$ cat config.mk
export PLATFORM = sky130hd
export DESIGN_NAME = onehot_encoder4_2
export DESIGN_NICKNAME = d
export VERILOG_FILES = /design/src/rtl/onehot_encoder4_2.sv
export SDC_FILE = /design/constraint.sdc
export NUM_CORES = 1
export LEC_CHECK = 0
export ABC_AREA = 1
export BUFFER_PORTS_ARGS = -buffer_cell sky130_fd_sc_hd__buf_2
export CAP_MARGIN = 20
export CORE_UTILIZATION = 50
export DETAILED_ROUTE_END_ITERATION = 8
export HOLD_SLACK_MARGIN = 0.05
export MAX_ROUTING_LAYER = met4
export PLACE_DENSITY_LB_ADDON = 0.1
export SYNTH_ARGS = -nofsm -noshare
export SYNTH_HDL_FRONTEND = slang
export SYNTH_SLANG_ARGS = --single-unit
$ cat constraint.sdc
create_clock -name clk -period 1.6 [get_ports clk]
set_clock_uncertainty 0.05 [all_clocks]
set_input_delay 0.24 -clock clk [delete_from_list [all_inputs] [get_ports clk]]
set_output_delay 0.24 -clock clk [all_outputs]
set_load 0.02 [all_outputs]
$ cat src/rtl/onehot_encoder4_2.sv
`default_nettype none
// ============================================================================
// Module   : onehot_encoder4_2
// Purpose  : Registered 4-to-2 encoder for one-hot select/grant vectors on the
//            return path. Turns one-hot q_in back into a 2-bit index {a,b}
//            (q_in[3] -> 00 ... q_in[0] -> 11), with a valid/ready handshake on
//            both sides, a one-entry output register and a saturating counter
//            of accepted non-one-hot beats.
// Ports    : clk        rising-edge clock
//            rst        asynchronous reset, active-high
//            in_valid   q_in carries a beat
//            in_ready   block accepts a beat this cycle
//            q_in[3:0]  one-hot vector (q_in[3] = index 0)
//            out_valid  a/b/err hold a beat
//            out_ready  consumer accepts the beat this cycle
//            a, b       encoded index MSB, LSB
//            err        held beat came from a non-one-hot q_in
//            err_count  accepted illegal beats, saturating
//            clr_err    synchronous clear of err_count
// Revision : 1.0 - initial release
// ============================================================================
module onehot_encoder4_2 #(
  parameter int ERR_CNT_W = 8
) (
  input  logic                 clk,
  input  logic                 rst,
  input  logic                 in_valid,
  output logic                 in_ready,
  input  logic [3:0]           q_in,
  output logic                 out_valid,
  input  logic                 out_ready,
  output logic                 a,
  output logic                 b,
  output logic                 err,
  output logic [ERR_CNT_W-1:0] err_count,
  input  logic                 clr_err
);

  typedef enum logic [0:0] {
    EMPTY = 1'b0,
    FULL  = 1'b1
  } state_t;

  localparam logic [ERR_CNT_W-1:0] c_err_cnt_max = '1;

  state_t               state_q, state_d;
  logic                 a_q, a_d;
  logic                 b_q, b_d;
  logic                 err_q, err_d;
  logic [ERR_CNT_W-1:0] err_count_q, err_count_d;

  logic                 w_accept;
  logic                 w_drain;
  logic [1:0]           w_enc_idx;
  logic                 w_enc_err;

  // Ready depends only on held state and the consumer, never on in_valid.
  assign in_ready  = (state_q == EMPTY) | out_ready;
  assign out_valid = (state_q == FULL);
  assign w_accept  = in_valid & in_ready;
  assign w_drain   = out_valid & out_ready;

  // Priority encode, MSB first; all-zero falls through to index 0.
  always_comb begin
    w_enc_idx = 2'b00;
    if (q_in[3])      w_enc_idx = 2'b00;
    else if (q_in[2]) w_enc_idx = 2'b01;
    else if (q_in[1]) w_enc_idx = 2'b10;
    else if (q_in[0]) w_enc_idx = 2'b11;
  end

  // Illegal whenever the vector is not exactly one-hot (zero or multi-hot).
  always_comb begin
    w_enc_err = 1'b1;
    case (q_in)
      4'b1000, 4'b0100, 4'b0010, 4'b0001: w_enc_err = 1'b0;
      default:                            w_enc_err = 1'b1;
    endcase
  end

  always_comb begin
    state_d     = state_q;
    a_d         = a_q;
    b_d         = b_q;
    err_d       = err_q;
    err_count_d = err_count_q;

    case (state_q)
      EMPTY:   if (w_accept) state_d = FULL;
      FULL:    if (w_drain && !w_accept) state_d = EMPTY;
      default: state_d = EMPTY;
    endcase

    // Loading on every accept covers both EMPTY fill and FULL drain+refill.
    if (w_accept) begin
      a_d   = w_enc_idx[1];
      b_d   = w_enc_idx[0];
      err_d = w_enc_err;
    end

    // Clear has priority over a same-edge increment.
    if (clr_err) begin
      err_count_d = '0;
    end else if (w_accept && w_enc_err && (err_count_q != c_err_cnt_max)) begin
      err_count_d = err_count_q + {{(ERR_CNT_W-1){1'b0}}, 1'b1};
    end
  end

  always_ff @(posedge clk or posedge rst) begin
    if (rst) begin
      state_q     <= EMPTY;
      a_q         <= 1'b0;
      b_q         <= 1'b0;
      err_q       <= 1'b0;
      err_count_q <= '0;
    end else begin
      state_q     <= state_d;
      a_q         <= a_d;
      b_q         <= b_d;
      err_q       <= err_d;
      err_count_q <= err_count_d;
    end
  end

  assign a         = a_q;
  assign b         = b_q;
  assign err       = err_q;
  assign err_count = err_count_q;

endmodule
`default_nettype wire

# Word level (Yosys, flattened, before mapping)
# Cells that the tools add are included.
dict set report word_totals {
  register_bits 12
  inputBits 9
}
dict set report classes {
  n_eq_ne 5
  reduce_logical 6
  add_sub_neg 1
  muxes 10
  bitwise 4
}
# operator count
set ops {}
lappend ops {{8-bit two-way mux} 2}
lappend ops {{8-bit by 1-bit adder with 8-bit output, second input constant} 1}
lappend ops {{2-bit two-way mux} 4}
lappend ops {{8-bit inequality test, second input constant} 1}
lappend ops {{4-bit by 1-bit == test with 1-bit output, second input constant} 1}
lappend ops {{4-bit by 2-bit == test with 1-bit output, second input constant} 1}
lappend ops {{4-bit by 3-bit == test with 1-bit output, second input constant} 1}
lappend ops {{4-bit == test, second input constant} 1}
lappend ops {{4-bit OR reduction} 1}
lappend ops {{1-bit logical AND} 3}
lappend ops {{1-bit two-way mux} 3}
lappend ops {{1-bit AND} 2}
lappend ops {{1-bit one-hot mux with 2 select lines} 1}
lappend ops {{2-bit nonzero test} 1}
lappend ops {{1-bit zero test} 1}
lappend ops {{1-bit NOT} 1}
lappend ops {{1-bit OR} 1}

# Longest topological paths before layout
dict set report depth {
  depth_word 7
  depth_mapped 8
}

# Worst setup path after synthesis
# No wires, ideal clock.
dict set report synth_path {
  path_type {register to register}
  startpoint {register err_count_q[0] (netlist: err_count[0])}
  endpoint {register err_count_q[5] (netlist: err_count[5])}
  setup_slack_ps 199
  path_stages_with_launch 8
  required_ps 1433
  arrival_time_ps 1234
  path_cell_list {dfrtp_1 -> ha_1 -> nand2_2 -> nor2_4 -> nand2_4 -> nand4_4 -> nand3_1 -> nand2_1}
}
dict set report synth_between {
  elab_chain_len 3
  word_cells_on_any_way 6
  classes_between {1 x add/sub; 1 x eq/ne; 2 x mux; 2 x reduce/logical}
}
# item line_no
set synth_rtl {}
lappend synth_rtl {{start, declared} 50} ;# logic [ERR_CNT_W-1:0] err_count_q, err_count_d;
lappend synth_rtl {{start signal, assigned} 121} ;# err_count_q <= err_count_d;
lappend synth_rtl {{8-bit by 1-bit adder with 8-bit output / 8-bit inequality test (equally long branches)} {105, 104}}
lappend synth_rtl {{8-bit two-way mux / 1-bit logical AND (equally long branches)} 104} ;# end else if (w_accept && w_enc_err && (err_count_q != c_err_cnt_max)) begin
lappend synth_rtl {{8-bit two-way mux / 2-bit nonzero test (equally long branches)} --}
# Several ways; a longest one is shown, not always the timed one. The select of a mux whose other input is x is not followed.
# A chain may end at the register's enable or synchronous reset.

# Worst setup path in the final report
dict set report layout_path {
  startpoint {register err_count_q[0] (netlist: err_count[0])}
  endpoint {register err_count_q[2] (netlist: err_count[2])}
}
# The elaborated chain is that of the path after synthesis.

==> impl_metrics.yaml <==
outcome:
  status: "completed"
global_routing:
  grt_pass1_wl_um: 2770
  grt_overflow: 0
  grt_max_degree: 16
  grt_util_all_layers_pct: 20.9
  antenna_found_initial: 0
  grt_pass1_vias: 689
worst_setup_path:
  r2r-start: "err_count[0]$_DFFE_PP0P_"
  path_max_fanout: 8
  r2r_setup_slack_ns: 0.16
  required_ns: 1.72
  startpoint: "err_count[0]$_DFFE_PP0P_"
  r2r-end: "err_count[2]$_DFFE_PP0P_"
  arrival_ns: 1.55
  cp-start-kind: "register"
  path_class: "reg2reg"
  crit_path_max_incr_delay_ns: 0.44
  ff2ff_path_depth: 7
  end_kind: "register"
  path_cells: "ha_1, nand2_2, nor2_4, nand2_4, nand4_4, nand3_1, nand2_1"
  cp_slowest_cell: "dfrtp_1"
pwr:
  p_leak_uw: 0.000547
  seqPwrFrac_pct: 47.2
  ir_worst_vdd_mv: 0.575
  power.share.combinational_pct: 18.3
  p_per_area_nw_per_um2: 727
  clkPwrFrac_pct: 34.4
  switchingPower_uw: 201
  switching_share_pct: 28.6
  p_int_uw: 501
sta:
  max_freq_mhz: 696
  setup_viol: 0
  fin_crit_ns: 1.44
  tightest_slew_ns: 0.465
  setup-tns-final_ns: 0
  min_period_over_period_pct: 89.8
  layout_setup_ws_ns: 0.163
  report.final.slew_viol_count: 0
  final-hold-violation-count: 0
  relSlewSlack_pct: 69.0
  rsz0062_at_grt: "no"
die:
  die_h_um: 42.1
  num_rows: 14
  start_util_pct: 53.2
  pin_count: 22
  die_x_um: 42.1
  dieArea_sq_um: 1770
  core_sq_um: 1510
clock_network:
  cts-buffers-inserted: 3
  cts.sinks: 12
  clock_latency_ns: 0.27
  clk_path_buf_depth: 2
  cts_setup_buffers: 0
  cts_tree: "built"
  cts_max_level: 1
  clockRootBuffer: "clkbuf_4"
  path_clk_slew_ns: 0.08
route:
  dr.pass1.iters: 4
  vias: 734
  drtAntennaViolNets: 0
  wl_per_cell_um: 10.8
  drt_iter0_drc: 10
  avgViaCountPerCell: 5.10
  drt-total-wl_um: 1550
  drc: 0
synthesis:
  synthDistinctLibCells: 21
  synth-seq-cells: 12
  synth_top_area_cell: "dfrtp_1"
  syn_nets: 113
  synth_edf_count: 0
  synth.cells.most_frequent: "nand2_1, inv_1, nand3_1"
  async_reset_ff_share_pct: 100
  synth_top_cell_area_share_pct: 37.4
  netlist_instances: 103
  yosysSeqAreaShare_pct: 37.4
  yosysWarningCount: 0
  synthTopCellsByArea: "dfrtp_1, nand2_1, nand3_1"
  synth_ff_type: "dfrtp_1"
  yosysMostFrequentCell: "nand2_1"
  syn-cell-area_sq_um: 802
  avgSynthCellArea_sq_um: 7.79
layout:
  fill_cells: 145
  post-route-util_pct: 64.1
  drive_gt1_share_pct: 32.0
  finalNetCount: 139
  final_area_sq_um: 966
  diodes: 0
  area_delta_synth_final_pct: 20.4
flow_run:
  cap_violations: 0
min_path:
  hold_depth: 3
  min_path_type: "in2reg"
  min_to: "out_valid$_DFF_PP0_"
  hold_path.startpoint: "in_valid"
place:
  dpl_worst_slack_ns: 0.159
  place_area_sq_um: 920
  routabilityCongestion: 0.863
  io_buffers: 21
  hpwl_um: 1240
flip-flops by register name, summed over array words and instances (netlist names):
register / flops
a: 1
out_valid: 1
b: 1
err_count: 8
err: 1
logic make-up (layout without fill, tap and decap cells):
group / Yosys count / count (layout) / synth area share (%)
fa+ha+maj: 1 / 1 / 1.56
buf+inv: 17 / 42 / 8.42
compound gates: 7 / 7 / 5.77
simple gates: 63 / 63 / 43.5
flops: 12 / 12 / 37.4
xor+xnor: 3 / 3 / 3.28
metal layers:
layer | track usage [%] | vias up | routed length, um
li1 | - | 383 | -
met1 | 25.6 | 327 | 727
met2 | 34.7 | 24 | 756
met3 | 3.88 | 0 | 65
met4 | 7.50 | 0 | 0
met5 | - | - | 0
power by group through the flow:
stage / Sequential [uW] / Clock (uW) / Combinational, uW
detailed placement: 338 / 0 / 128
global placement: 336 / 0 / 128
CTS: 332 / 246 / 131
floorplan: 357 / 0 / 68.7
finish: 332 / 242 / 129
global route: 333 / 258 / 143
critical path: cells and delay by family, from the launching register on:
kind	cells	cell delay (ns)
adder cells (fa/ha/maj)	1	0.26
flip-flops	1	0.44
AND/OR/NAND/NOR	6	0.59
through the flow:
step                hold slack (ns)  cells  total power (uW)
global route                  0.151    144               735
detailed placement            0.224    139               466
global placement              0.221    139               464
CTS                           0.135    144               708
finish                        0.137    144               702
floorplan                    0.0547    103               425
layout make-up:
cell class              count  area [sq um]  area share (%)
clock buffers               4          36.3            3.76
inverters                  16          60.1            6.22
multi-input cells          74           434            44.9
flip-flops and latches     12           300            31.1
well taps                  16          20.0            2.07
repair buffers             22           115            11.9
how the worst max path moves through the flow:
stage / slack, ns / to
after floorplan: 0.20 / err_count[5]$_DFFE_PP0P_
after global placement: 0.23 / err_count[5]$_DFFE_PP0P_
after detailed placement: 0.16 / err_count[2]$_DFFE_PP0P_
after CTS: 0.16 / err_count[2]$_DFFE_PP0P_
after global routing: 0.07 / err_count[2]$_DFFE_PP0P_
final: 0.16 / err_count[2]$_DFFE_PP0P_
cell usage in the layout (no fill, tap or decap):
cell           Yosys  final
a21oi_1            2      2
a21oi_4            1      1
buf_2              0     21
clkbuf_4           1      3
clkbuf_8           0      1
clkinv_1           1      1
dfrtp_1           12     12
dlygate4sd3_1      0      1
ha_1               1      1
inv_1             13     13
inv_2              2      2
nand2_1           26     26
nand2_2            3      3
nand2_4            1      1
nand3_1           13     13
nand3_2            4      4
nand3b_1           1      1
nand4_1            4      4
nand4_4            1      1
nor2_1             6      6
nor2_2             1      1
nor2_4             3      3
o21ai_0            4      4
xor2_1             3      3
timing repair:
action                    4_1_cts  5_1_grt
hold endpoints to repair       12        0
hold buffers                    1        0
resized for setup               0        0
Power figures use the tool's default switching activity.
